$ cat config.mk
export PLATFORM = sky130hd
export DESIGN_NAME = rr_arbiter_flat
export DESIGN_NICKNAME = d
export VERILOG_FILES = /design/src/rtl/arb_pkg.sv /design/src/rtl/rr_arbiter_if.sv /design/src/rtl/rr_arbiter_pick.sv /design/src/rtl/rr_arbiter.sv /design/src/flat_wrapper.sv
export SDC_FILE = /design/constraint.sdc
export NUM_CORES = 1
export LEC_CHECK = 0
export CAP_MARGIN = 20
export CELL_PAD_IN_SITES_DETAIL_PLACEMENT = 1
export CELL_PAD_IN_SITES_GLOBAL_PLACEMENT = 2
export CORE_MARGIN = 1.5
export CORE_UTILIZATION = 26
export DETAILED_ROUTE_END_ITERATION = 16
export PLACE_DENSITY_LB_ADDON = 0.1
export SYNTH_ARGS = -nofsm -noshare
export SYNTH_HDL_FRONTEND = slang
export SYNTH_HIERARCHICAL = 1
export SYNTH_SLANG_ARGS = --single-unit
$ cat constraint.sdc
create_clock -name clk -period 3.48 [get_ports clk]
set_input_delay 0.522 -clock clk [delete_from_list [all_inputs] [get_ports clk]]
set_output_delay 0.522 -clock clk [all_outputs]
set_load 0.02 [all_outputs]
$ cat src/rtl/arb_pkg.sv
// Shared arbiter helpers: one-hot/index conversion, wrap-safe index increment,
// and the grant-lock state encoding. Sized for the widest arbiter (64 requesters);
// callers cast to their own widths.
package arb_pkg;

    localparam int MAX_N     = 64;
    localparam int MAX_IDX_W = 6;

    // OPEN: grant follows the live pick; LOCKED: a stalled grant is held
    typedef enum logic {
        ARB_OPEN   = 1'b0,
        ARB_LOCKED = 1'b1
    } arb_state_e;

    function automatic logic [MAX_N-1:0] idx_to_onehot(input logic [MAX_IDX_W-1:0] idx);
        return MAX_N'(1) << idx;
    endfunction

    function automatic logic [MAX_IDX_W-1:0] onehot_to_idx(input logic [MAX_N-1:0] oh);
        logic [MAX_IDX_W-1:0] idx;
        idx = '0;
        for (int i = 0; i < MAX_N; i++)
            if (oh[i]) idx = idx | MAX_IDX_W'(i);
        return idx;
    endfunction

    // Explicit compare against n-1 so non-power-of-two n never lands on n
    function automatic logic [MAX_IDX_W-1:0] next_idx(input logic [MAX_IDX_W-1:0] idx, input int n);
        return (int'(idx) == n - 1) ? '0 : idx + 1'b1;
    endfunction

endpackage

$ cat src/rtl/rr_arbiter_if.sv
// Request / grant handshake bundle between requesters+consumer and rr_arbiter.
interface rr_arbiter_if #(parameter int N = 8);

    localparam int IDX_W = $clog2(N);

    logic [N-1:0]     req;
    logic [N-1:0]     gnt;
    logic [IDX_W-1:0] gnt_idx;
    logic             gnt_vld;
    logic             gnt_rdy;

    modport slave  (input req, gnt_rdy, output gnt, gnt_idx, gnt_vld);
    modport master (output req, gnt_rdy, input gnt, gnt_idx, gnt_vld);

endinterface

$ cat src/rtl/rr_arbiter_pick.sv
// Combinational rotate-priority picker: first set req bit at or above ptr,
// else the lowest set req bit overall (masked/unmasked double search).
module rr_arbiter_pick
    import arb_pkg::*;
#(
    parameter  int N     = 8,
    localparam int IDX_W = $clog2(N)
) (
    input  logic [N-1:0]     req,
    input  logic [IDX_W-1:0] ptr,
    output logic [N-1:0]     pick_gnt,
    output logic [IDX_W-1:0] pick_idx,
    output logic             pick_vld
);

    logic [N-1:0] masked;
    logic [N-1:0] m_oh;
    logic [N-1:0] u_oh;

    // Isolate lowest set bit (x & -x) in both the masked and raw request vectors
    always_comb begin
        masked   = req & ({N{1'b1}} << ptr);
        m_oh     = masked & (-masked);
        u_oh     = req & (-req);
        pick_gnt = (|masked) ? m_oh : u_oh;
        pick_idx = IDX_W'(onehot_to_idx(MAX_N'(pick_gnt)));
        pick_vld = |req;
    end

endmodule

$ cat src/rtl/rr_arbiter.sv
// Round-robin arbiter with valid/ready grant handshake. A stalled grant is
// locked until accepted; priority pointer rotates past each accepted grant.
// Define RR_ARBITER_ASSERT_EN to build in protocol/invariant assertions.
module rr_arbiter
    import arb_pkg::*;
#(
    parameter  int N     = 8,
    localparam int IDX_W = $clog2(N)
) (
    input  logic        clk,
    input  logic        rst_n,
    rr_arbiter_if.slave bus
);

    arb_state_e       state_q, state_d;
    logic             lock;
    logic [IDX_W-1:0] ptr;
    logic [IDX_W-1:0] lock_idx;

    logic [N-1:0]     pick_gnt;
    logic [IDX_W-1:0] pick_idx;
    logic             pick_vld;

    rr_arbiter_pick #(.N(N)) u_pick (
        .req      (bus.req),
        .ptr      (ptr),
        .pick_gnt (pick_gnt),
        .pick_idx (pick_idx),
        .pick_vld (pick_vld)
    );

    // Lock state register
    always_ff @(posedge clk or negedge rst_n) begin
        if (!rst_n) state_q <= ARB_OPEN;
        else        state_q <= state_d;
    end

    // Lock on an offered-but-stalled grant, release on accept
    always_comb begin
        state_d = state_q;
        case (state_q)
            ARB_OPEN:   if (pick_vld && !bus.gnt_rdy) state_d = ARB_LOCKED;
            ARB_LOCKED: if (bus.gnt_rdy)              state_d = ARB_OPEN;
            default:    state_d = ARB_OPEN;
        endcase
    end

    // Grant outputs: held index while locked, live pick otherwise
    always_comb begin
        lock        = (state_q == ARB_LOCKED);
        bus.gnt_vld = lock | pick_vld;
        bus.gnt_idx = lock ? lock_idx : pick_idx;
        bus.gnt     = lock ? N'(idx_to_onehot(MAX_IDX_W'(lock_idx))) : pick_gnt;
    end

    // Pointer advances past an accepted grant; stalled index is captured
    always_ff @(posedge clk or negedge rst_n) begin
        if (!rst_n) begin
            ptr      <= '0;
            lock_idx <= '0;
        end else if (bus.gnt_vld && bus.gnt_rdy) begin
            ptr      <= IDX_W'(next_idx(MAX_IDX_W'(bus.gnt_idx), N));
        end else if (bus.gnt_vld) begin
            lock_idx <= bus.gnt_idx;
        end
    end

`ifdef RR_ARBITER_ASSERT_EN
    a_vld_onehot: assert property (@(posedge clk) disable iff (!rst_n)
        bus.gnt_vld |-> $onehot(bus.gnt))
        else $error("%m: gnt not one-hot while gnt_vld");
    a_idle_zero: assert property (@(posedge clk) disable iff (!rst_n)
        !bus.gnt_vld |-> (bus.gnt == '0))
        else $error("%m: gnt nonzero while gnt_vld low");
    a_req_hold: assert property (@(posedge clk) disable iff (!rst_n)
        lock |-> bus.req[lock_idx])
        else $error("%m: requester dropped req while its grant was stalled");
    a_idx_match: assert property (@(posedge clk) disable iff (!rst_n)
        bus.gnt[bus.gnt_idx] == bus.gnt_vld)
        else $error("%m: gnt_idx does not encode gnt");
`else
    // Checkers compiled out; datapath is unaffected.
`endif

endmodule

$ cat src/flat_wrapper.sv
// flat-port wrapper written by rule: the top's interface ports become plain ports
module rr_arbiter_flat import arb_pkg::*;
#(
    parameter  int N     = 8,
    localparam int IDX_W = $clog2(N)
)
  (clk, rst_n, bus_req, bus_gnt_rdy, bus_gnt, bus_gnt_idx, bus_gnt_vld);
  rr_arbiter_if #(.N(N)) bus_i ();
  input  logic clk;
  input  logic rst_n;
  input wire logic [$bits(bus_i.req)-1:0] bus_req;
  input wire logic [$bits(bus_i.gnt_rdy)-1:0] bus_gnt_rdy;
  output wire logic [$bits(bus_i.gnt)-1:0] bus_gnt;
  output wire logic [$bits(bus_i.gnt_idx)-1:0] bus_gnt_idx;
  output wire logic [$bits(bus_i.gnt_vld)-1:0] bus_gnt_vld;
  assign bus_i.req = bus_req;
  assign bus_i.gnt_rdy = bus_gnt_rdy;
  assign bus_gnt = bus_i.gnt;
  assign bus_gnt_idx = bus_i.gnt_idx;
  assign bus_gnt_vld = bus_i.gnt_vld;
  rr_arbiter #(.N(N)) u_core (.clk(clk), .rst_n(rst_n), .bus(bus_i));
endmodule
==> impl_metrics.json <==
{
  "outcome": "complete, no violations",
  "powerDensity_nw_per_um2": 690,
  "switching_share_pct": 43.8,
  "leakage_nw": 0.551,
  "synth.avg_cell_area_sq_um": 8.11,
  "wirelength_um": 2640,
  "finalCritPeriodShare_pct": 96.5,
  "antenna_found_initial": 0,
  "cts.clk_slew.worst_paths_ps": 50,
  "yosysSeqAreaShare_pct": 21.6,
  "vias": 908,
  "fp-row-count": 20,
  "overflow": 0,
  "grt_usage_pct": 17.2,
  "crit_type": "input pin to output pin",
  "synthDistinctLibCells": 40,
  "hp-class": "input pin to async pin",
  "grt_pass1_vias": 948,
  "dp_hpwl_um": 2160,
  "clkPwrFrac_pct": 8.6,
  "clkLatencyLatePin_ps": 250,
  "setup_viol": 0,
  "netlist_instances": 100,
  "final_area_sq_um": 1240,
  "diodes": 0,
  "firstDrtPassIters": 3,
  "place_inst": 172,
  "arrival_ps": 2840,
  "die_area_sq_um": 3460,
  "drtIter0Drc": 13,
  "cts_setup_buffers": 0,
  "skew_ps": 2.75,
  "io_buffer_count": 22,
  "pin_count": 23,
  "relSlewSlack_pct": 58.5,
  "tritoncts": "done",
  "grt_pass1_wl_um": 4470,
  "drc": 0,
  "p_comb_share_pct": 67.7,
  "drive_gt1_share_pct": 25.2,
  "cts_buffers": 3,
  "start_kind": "input pin",
  "core_area_sq_um": 3000,
  "synth_area_sq_um": 811,
  "whs_ps": 536,
  "start_util_pct": 27.0,
  "path_cells": "clkdlybuf4s50_1, nand2b_4, a211o_1, and3_4, o211a_2, or4_1, mux2_4, clkdlybuf4s15_1",
  "final_cell_mix": "buf_4 (21), clkdlybuf4s50_1 (18), inv_1 (10)",
  "slowest_stage": "clkdlybuf4s50_1",
  "power_switching_uw": 375,
  "syn-num-nets": 113,
  "fmax_mhz": 298,
  "maxCapViolations": 0,
  "drv_slew": 0,
  "pwr-share-seq_pct": 23.8,
  "p_int_uw": 482,
  "clock_path_buffers": 2,
  "detail_route.wl_per_cell_um": 15.0,
  "grt_max_degree": 19,
  "endpoint_kind": "output pin",
  "rsz0062_at_grt": "false",
  "via_per_inst": 5.16,
  "clock-sinks": 7,
  "post_dp_cell_area_sq_um": 1200,
  "syn2layout_area_growth_pct": 53.1,
  "yosys_warnings": 6,
  "hold_viol": 0,
  "fin_util_pct": 41.3,
  "dieHeight_um": 58.8,
  "clock-root-buffer": "clkbuf_4",
  "cts_htree_levels": 1,
  "stdcell_count": 176,
  "ant_nets": 0,
  "place_congestion": 0.888,
  "vdd_drop_max_mv": 0.268,
  "layout.nets": 157,
  "worstPathMaxFanout": 4,
  "fp.dieW_um": 58.8,
  "cp.required_ps": 2960,
  "ys_seq_elements": 7,
  "period_minus_slack_ps": 3360,
  "fill_cells": 384,
  "slowest_delay_ps": 520,
  "worstMarginPinSlew_ps": 623,
  "layout_commonest_cell": "buf_4"
}
## path summary, 6_finish.rpt
kind,start,endpoint,slack [ps],cells past startpoint
worst max-delay path,bus_req[0],bus_gnt_idx[1],120,8
worst min-delay path,rst_n,u_core/ptr[1],540,1
worst max register to register,u_core/ptr[0],u_core/ptr[2],380,10
worst min register to register,u_core/lock_idx[0],u_core/lock_idx[0],660,1
max in group asynchronous,rst_n,u_core/ptr[2],2680,1
min in group clk,u_core/lock_idx[0],u_core/lock_idx[0],660,1
## metal layers
metal | wire, um | vias to the layer above | GRT usage [%]
li1 | - | 459 | -
met5 | 0 | - | 0
met2 | 1300 | 15 | 30.5
met3 | 85 | 2 | 4.62
met1 | 1240 | 432 | 21.0
met4 | 12 | 0 | 2.92
## flip-flops by register name (all words and copies together) (netlist names)
name,cells
u_core/lock,1
u_core/lock_idx,3
u_core/ptr,3
## stage by stage
| step | worst slack (ps) | TNS, ps | total power, mW |
|---|---|---|---|
| global route | 17.3 | 0 | 0.936 |
| global placement | -115 | -234 | 0.786 |
| CTS | 39.1 | 0 | 0.863 |
| finish | 120 | 0 | 0.856 |
| floorplan | 650 | 0 | 0.515 |
| detailed placement | -134 | -271 | 0.795 |
## power groups by stage
stage          clock network (mW)  logic (mW)  registers [mW]
2_1_floorplan                   0       0.366           0.149
3_3_place_gp                    0       0.585           0.201
3_5_place_dp                    0       0.591           0.204
4_1_cts                    0.0778       0.584           0.202
5_1_grt                    0.0854       0.638           0.213
6_report                   0.0734       0.579           0.203
## layout make-up
class / count / area [sq um] / share of cell area, %
clock buffer: 4 / 26.3 / 2.12
tap: 33 / 41.3 / 3.33
sequential: 7 / 176 / 14.2
inverter: 10 / 37.5 / 3.02
multi-input combinational: 79 / 582 / 46.9
timing repair buffer: 43 / 378 / 30.4
## critical path: cells and delay by family
family	cells	cell delay [ps]
AOI/OAI and AO/OA	2	460
buffers and inverters	2	810
and+or+nand+nor	3	750
muxes	1	290
## kinds of logic after synthesis
group	after synthesis	synth area share, %
flip-flops	7	21.6
buffers and inverters	14	8.02
multiplexers	8	13.3
adder cells (fa/ha/maj)	2	3.09
AO/OA/AOI/OAI	31	26.9
AND/OR/NAND/NOR	38	27.2
## synth_stat cells
cell       number  share of area (%)
clkbuf_1        1               0.46
nand4b_1        1                1.1
buf_6           1                1.4
nand4_1         2                1.5
buf_2           1               0.62
or4_1           1               0.93
nor3_1          1               0.62
nand2b_1        4                3.1
mux2_4          5                9.3
buf_4           1               0.93
nand3b_1        1               0.93
nand2b_4        1                1.7
mux2i_1         1                1.2
a211oi_1        1               0.93
ha_1            2                3.1
a32o_1          2                2.5
or2_1           1               0.77
nor2_1          5                2.3
o211a_2         1                1.2
a41o_1          1                1.2
o21ba_2         1                1.2
o21bai_1        1               0.93
or3_1           4                3.1
nor3b_1         1               0.93
and3_4          1                1.4
nor4_1          1               0.77
inv_1          10                4.6
a2111oi_0       1                1.1
o21ai_0         3                1.9
a21boi_0        4                3.7
a21oi_1         6                3.7
o22ai_1         6                4.6
nand2_1         8                3.7
dfrtp_1         7                 22
a211o_1         1                1.1
o32ai_1         2                2.2
o21ai_1         1               0.62
nand3_1         2                1.2
mux2_1          2                2.8
nor2b_1         4                3.1
## timing repair
action	in CTS	in global routing
cloned	0	0
setup endpoints to repair	3	7
hold buffers	0	0
resized for setup	4	5
Power figures use the tool's default switching activity.
==> variant 1, RTL diff (same flow settings) <==
Make the reset (`rst_n`) synchronous in 2 clocked blocks.
--- a/src/rtl/rr_arbiter.sv
+++ b/src/rtl/rr_arbiter.sv
@@ -30,7 +30,7 @@
     );
 
     // Lock state register
-    always_ff @(posedge clk or negedge rst_n) begin
+    always_ff @(posedge clk) begin
         if (!rst_n) state_q <= ARB_OPEN;
         else        state_q <= state_d;
     end
@@ -54,7 +54,7 @@
     end
 
     // Pointer advances past an accepted grant; stalled index is captured
-    always_ff @(posedge clk or negedge rst_n) begin
+    always_ff @(posedge clk) begin
         if (!rst_n) begin
             ptr      <= '0;
             lock_idx <= '0;
Check against the original RTL: differs if rst_n is asserted again (counterexample within 4 cycles, from zero or initial values and one cycle with rst_n low); with rst_n held inactive, the same outputs for 10 cycles.
==> variant 1 against the original RTL <==
Clock skew decreased by 0.00078 ns. Worst setup slack worse by 0.025 ns. Routed wire length increased by 6.1%. Design area decreased by 1.8%. Synthesized area decreased by 7.1%. Sequential cell count unchanged. Die area is 6.7% lower. Non-clock buffer count rose by 4.
Power is not compared: it rests on default switching activity, and its combinational part moved more than twofold at a synthesized area within 25%.
==> variant 1: results (changes against the original RTL) <==
- Status: finished, final reports clean (unchanged)
- 1st-iter DRT viols: 19 (was 13)
- Nets@finish: 167 (was 157)
- Top cells by area, synth: dfxtp_1 19%, inv_1 5.0%, o22ai_1 5.0% (was dfrtp_1 22%, mux2_4 9.3%, inv_1 4.6%)
- DR WL/cell: 15.2 um (was 15.0 um)
- Met3 GRT Util: 0.00922 (was 0.0462)
- Fillcell total: 363 (was 384)
- Worst-Margin Slew: 0.549 ns (was 0.623 ns)
- Data buffer area share: 0.333 (was 0.304)
- Met2 WL post-DR: 1460 um (was 1300 um)
- CLK BUF: 4 (unchanged)
- Hold Path Class: flop to flop (was input port to async pin)
- Post-synthesis sequential area ratio: 0.186 (was 0.216)
- HPWL after DPL: 2280 um (was 2160 um)
- Mux contribution to synthesized area: 0.0565 (was 0.133)
- Clock buf/inv share: 0.0216 (was 0.0212)
- Register area: 140 um2 (was 176 um2)
- Syn Area/Cell: 7.17 um2 (was 8.11 um2)
- WL met3: 79 um (was 85 um)
- Nonclk buf count: 47 (was 43)
- Most frequent cells after synthesis: 10 x inv_1, 9 x nand2_1, 9 x nor2_1, 7 x a21oi_1, 7 x dfxtp_1 (was 10 x inv_1, 8 x nand2_1, 7 x dfrtp_1, 6 x a21oi_1, 6 x o22ai_1)
- Largest net degree at the start of global routing: 17 (was 19)
- Met1 WL: 1230 um (was 1240 um)
- Post-Syn Nets: 118 (was 113)
- Synth unique cells: 42 (was 40)
- Met1 GRT Util: 0.239 (was 0.210)
- Via count: 1002 (was 908)
- Max Clock Skew: 0.00197 ns (was 0.00275 ns)
- Synth Area in Adders: 0.0332 (was 0.0309)
- Share of cells above drive strength 1: 0.248 (was 0.252)
- Setup Slack @ Placement: -0.148 ns (was -0.134 ns)
- Vias in the first global route: 1087 (was 948)
- #MultiIn Comb: 85 (was 79)
- Reg2Reg Launch Point: u_core/ptr[0] (unchanged)
- Grt met2 use: 0.350 (was 0.305)
- Critical path arrival: 2.86 ns (was 2.84 ns)
- Post-synthesis compound-gate area fraction: 0.311 (was 0.269)
- Fraction of area in multi-input gates: 0.468 (was 0.469)
- FF+latch count: 7 (unchanged)
- Gr usage total: 0.193 (was 0.172)
==> variant 1: worst max-delay path, stage by stage <==
cell             delay, ns
clkdlybuf4s50_1       0.52
nand2b_4              0.06
a211o_1               0.32
and3_4                0.19
o211a_2               0.14
or4_1                 0.50
mux2_2                0.31
clkdlybuf4s15_1       0.30
==> variant 1: through the flow <==
step | cell area, um2 | utilization
after floorplan | 753 | -
after global placement | 1180 | 0.429
after detailed placement | 1180 | 0.429
after CTS | 1210 | 0.437
after global routing | 1220 | 0.442
final | 1220 | 0.442
==> variant 1: final timing paths <==
| check | endpoint | slack [ns] |
|---|---|---|
| min reg2reg | u_core/lock_idx[2] | 0.53 |
| max reg2reg | u_core/ptr[1] | 0.48 |
| max | bus_gnt_idx[1] | 0.1 |
| min | u_core/lock_idx[2] | 0.53 |
==> variant 1: what timing repair did <==
| action | CTS | global route |
|---|---|---|
| hold endpoints to repair | 0 | 0 |
| resized for setup | 4 | 5 |
| endpoints found under the setup margin | 4 | 5 |
==> variant 2, RTL diff (same flow settings) <==
Made on the original files. `N` is set to 8 in 4 places; all go to 32.
--- a/src/rtl/rr_arbiter_if.sv
+++ b/src/rtl/rr_arbiter_if.sv
@@ -1,5 +1,5 @@
 // Request / grant handshake bundle between requesters+consumer and rr_arbiter.
-interface rr_arbiter_if #(parameter int N = 8);
+interface rr_arbiter_if #(parameter int N = 32);
 
     localparam int IDX_W = $clog2(N);
 
--- a/src/rtl/rr_arbiter_pick.sv
+++ b/src/rtl/rr_arbiter_pick.sv
@@ -3,7 +3,7 @@
 module rr_arbiter_pick
     import arb_pkg::*;
 #(
-    parameter  int N     = 8,
+    parameter  int N     = 32,
     localparam int IDX_W = $clog2(N)
 ) (
     input  logic [N-1:0]     req,
--- a/src/rtl/rr_arbiter.sv
+++ b/src/rtl/rr_arbiter.sv
@@ -4,7 +4,7 @@
 module rr_arbiter
     import arb_pkg::*;
 #(
-    parameter  int N     = 8,
+    parameter  int N     = 32,
     localparam int IDX_W = $clog2(N)
 ) (
     input  logic        clk,
--- a/src/flat_wrapper.sv
+++ b/src/flat_wrapper.sv
@@ -1,7 +1,7 @@
 // flat-port wrapper written by rule: the top's interface ports become plain ports
 module rr_arbiter_flat import arb_pkg::*;
 #(
-    parameter  int N     = 8,
+    parameter  int N     = 32,
     localparam int IDX_W = $clog2(N)
 )
   (clk, rst_n, bus_req, bus_gnt_rdy, bus_gnt, bus_gnt_idx, bus_gnt_vld);
Interface: changed (resized bus_gnt, bus_gnt_idx and bus_req); port bits go from 23 to 73. The function was not compared with the original's and may differ.
==> variant 2 against the original RTL <==
The run now ends with negative setup slack left. Synthesized area increased to 3.3 times the old value. Sequential cell count up 4. Sequential share of layout area is 10 points lower. Count of clock-buffer cells in the layout did not move. Routed wire length grew to 8.8 times the old value. Largest cell class unchanged. Clock power up 76%. Worst hold slack improved by 0.11 ns. Via count rose to 5.6 times the old value. Synthesized cell count rose to 3.9 times the old value. Critical path depth up 14. Worst setup slack worse by 1.3 ns. Power rose to 4.0 times the old value. Critical path type is now flop to flop. Non-clock buffer count is 289 higher. Design area increased to 5.5 times the old value.
==> variant 2: results (changes against the original RTL) <==
- Status: complete, but fails checks (was finished, final reports clean)
- Failing checks: negative setup slack
- Met1 GRT Util: 0.385 (was 0.210)
- Critical path peak fanout: 6 (was 4)
- CTS-repair resized insts: 432 (was 4)
- DR WL/cell: 27.7 um (was 15.0 um)
- CP top delay family: simple AND/OR/NAND/NOR gates (was buffers and inverters)
- I/O Buffers: 72 (was 22)
- Net Sw Power: 1.68 mW (was 0.375 mW)
- Core area: 10200 um2 (was 3000 um2)
- Data buffer area share: 0.451 (was 0.304)
- Vias in the first global route: 5063 (was 948)
- Met1 WL: 8290 um (was 1240 um)
- Worst vdd ir: 0.601 mV (was 0.268 mV)
- Setup Slack @ Placement: -1.27 ns (was -0.134 ns)
- First-pass GRT wire length: 28700 um (was 4470 um)
- Setup ws final: -1.18 ns (was 0.120 ns)
- Largest net degree at the start of global routing: 36 (was 19)
- Post-CTS setup buffers: 68 (was 0)
- Setup TNS: -29.10 ns (was 0 ns)
- Nonclk buf count: 332 (was 43)
- Logic gate share of total power: 0.883 (was 0.677)
- Clock buf/inv share: 0.00663 (was 0.0212)
- Placed cell count: 738 (was 172)
- HPWL after DPL: 12100 um (was 2160 um)
- Post-Syn Nets: 425 (was 113)
- Clock group: 0.129 mW (was 0.0734 mW)
- Grt met2 use: 0.606 (was 0.305)
- Via count: 5100 (was 908)
- Share of cells above drive strength 1: 0.707 (was 0.252)
- Comb group: 3.05 mW (was 0.579 mW)
- Via density: 6.08 (was 5.16)
- Synth unique cells: 79 (was 40)
- Syn Area/Cell: 7.00 um2 (was 8.11 um2)
- Most frequent cells after synthesis: 42 x inv_1, 38 x nand2_1, 33 x o22ai_1, 25 x nor2_1, 19 x nand3_1 (was 10 x inv_1, 8 x nand2_1, 7 x dfrtp_1, 6 x a21oi_1, 6 x o22ai_1)
- Gr usage total: 0.332 (was 0.172)
- Met3 GRT Util: 0.0487 (was 0.0462)
- RD Place Congestion: 0.949 (was 0.888)
- Static Leakage: 3.03 nW (was 0.551 nW)
- DP Area: 4880 um2 (was 1200 um2)
- Final setup violation count: 49 (was 0)
- Root Driver: clkbuf_8 (was clkbuf_4)
- Top cells by area, synth: dfrtp_1 10%, o22ai_1 7.6%, inv_1 5.8% (was dfrtp_1 22%, mux2_4 9.3%, inv_1 4.6%)
- Max stage delay cell, worst path: a222oi_1 (was clkdlybuf4s50_1)
- 1st-iter DRT viols: 290 (was 13)
- Critical path arrival: 4.81 ns (was 2.84 ns)
- Final Util: 0.664 (was 0.413)
- Largest stage delay on the critical path: 0.61 ns (was 0.52 ns)
- Non-clk invs: 44 (was 10)
- Worst rel slew slack: 0.571 (was 0.585)
- Sink Count: 11 (was 7)
- Post-synthesis sequential area ratio: 0.101 (was 0.216)
[variant 2: cell count changes after synthesis, moves of 10 or more]
cell,delta
inv_1,+32
mux2_2,+10
nand2_1,+30
nand3_1,+17
nor2_1,+20
nor3_1,+16
o21ai_0,+14
o22ai_1,+27
[variant 2: worst paths after layout]
kind	endpoint	slack [ns]	cells after the start	from
setup / recovery	u_core/ptr[3]	-1.18	22	u_core/ptr[3]
hold / removal	u_core/lock_idx[1]	0.64	1	rst_n
setup reg to reg	u_core/ptr[3]	-1.18	22	u_core/ptr[3]
hold reg to reg	u_core/lock_idx[3]	0.67	2	u_core/lock_idx[3]
max in group asynchronous	u_core/ptr[0]	2.45	1	rst_n
min in group clk	u_core/lock_idx[3]	0.67	2	u_core/lock_idx[3]
[variant 2: kinds of logic (layout without fill, tap and decap cells)]
group,count (synthesis),after routing,synth area share
flops,11,11,0.101
buf+inv,65,380,0.112
fa+ha+maj,2,2,0.00922
mux,11,11,0.0465
simple gates,187,187,0.428
xor+xnor,1,1,0.00323
compound gates,111,111,0.299
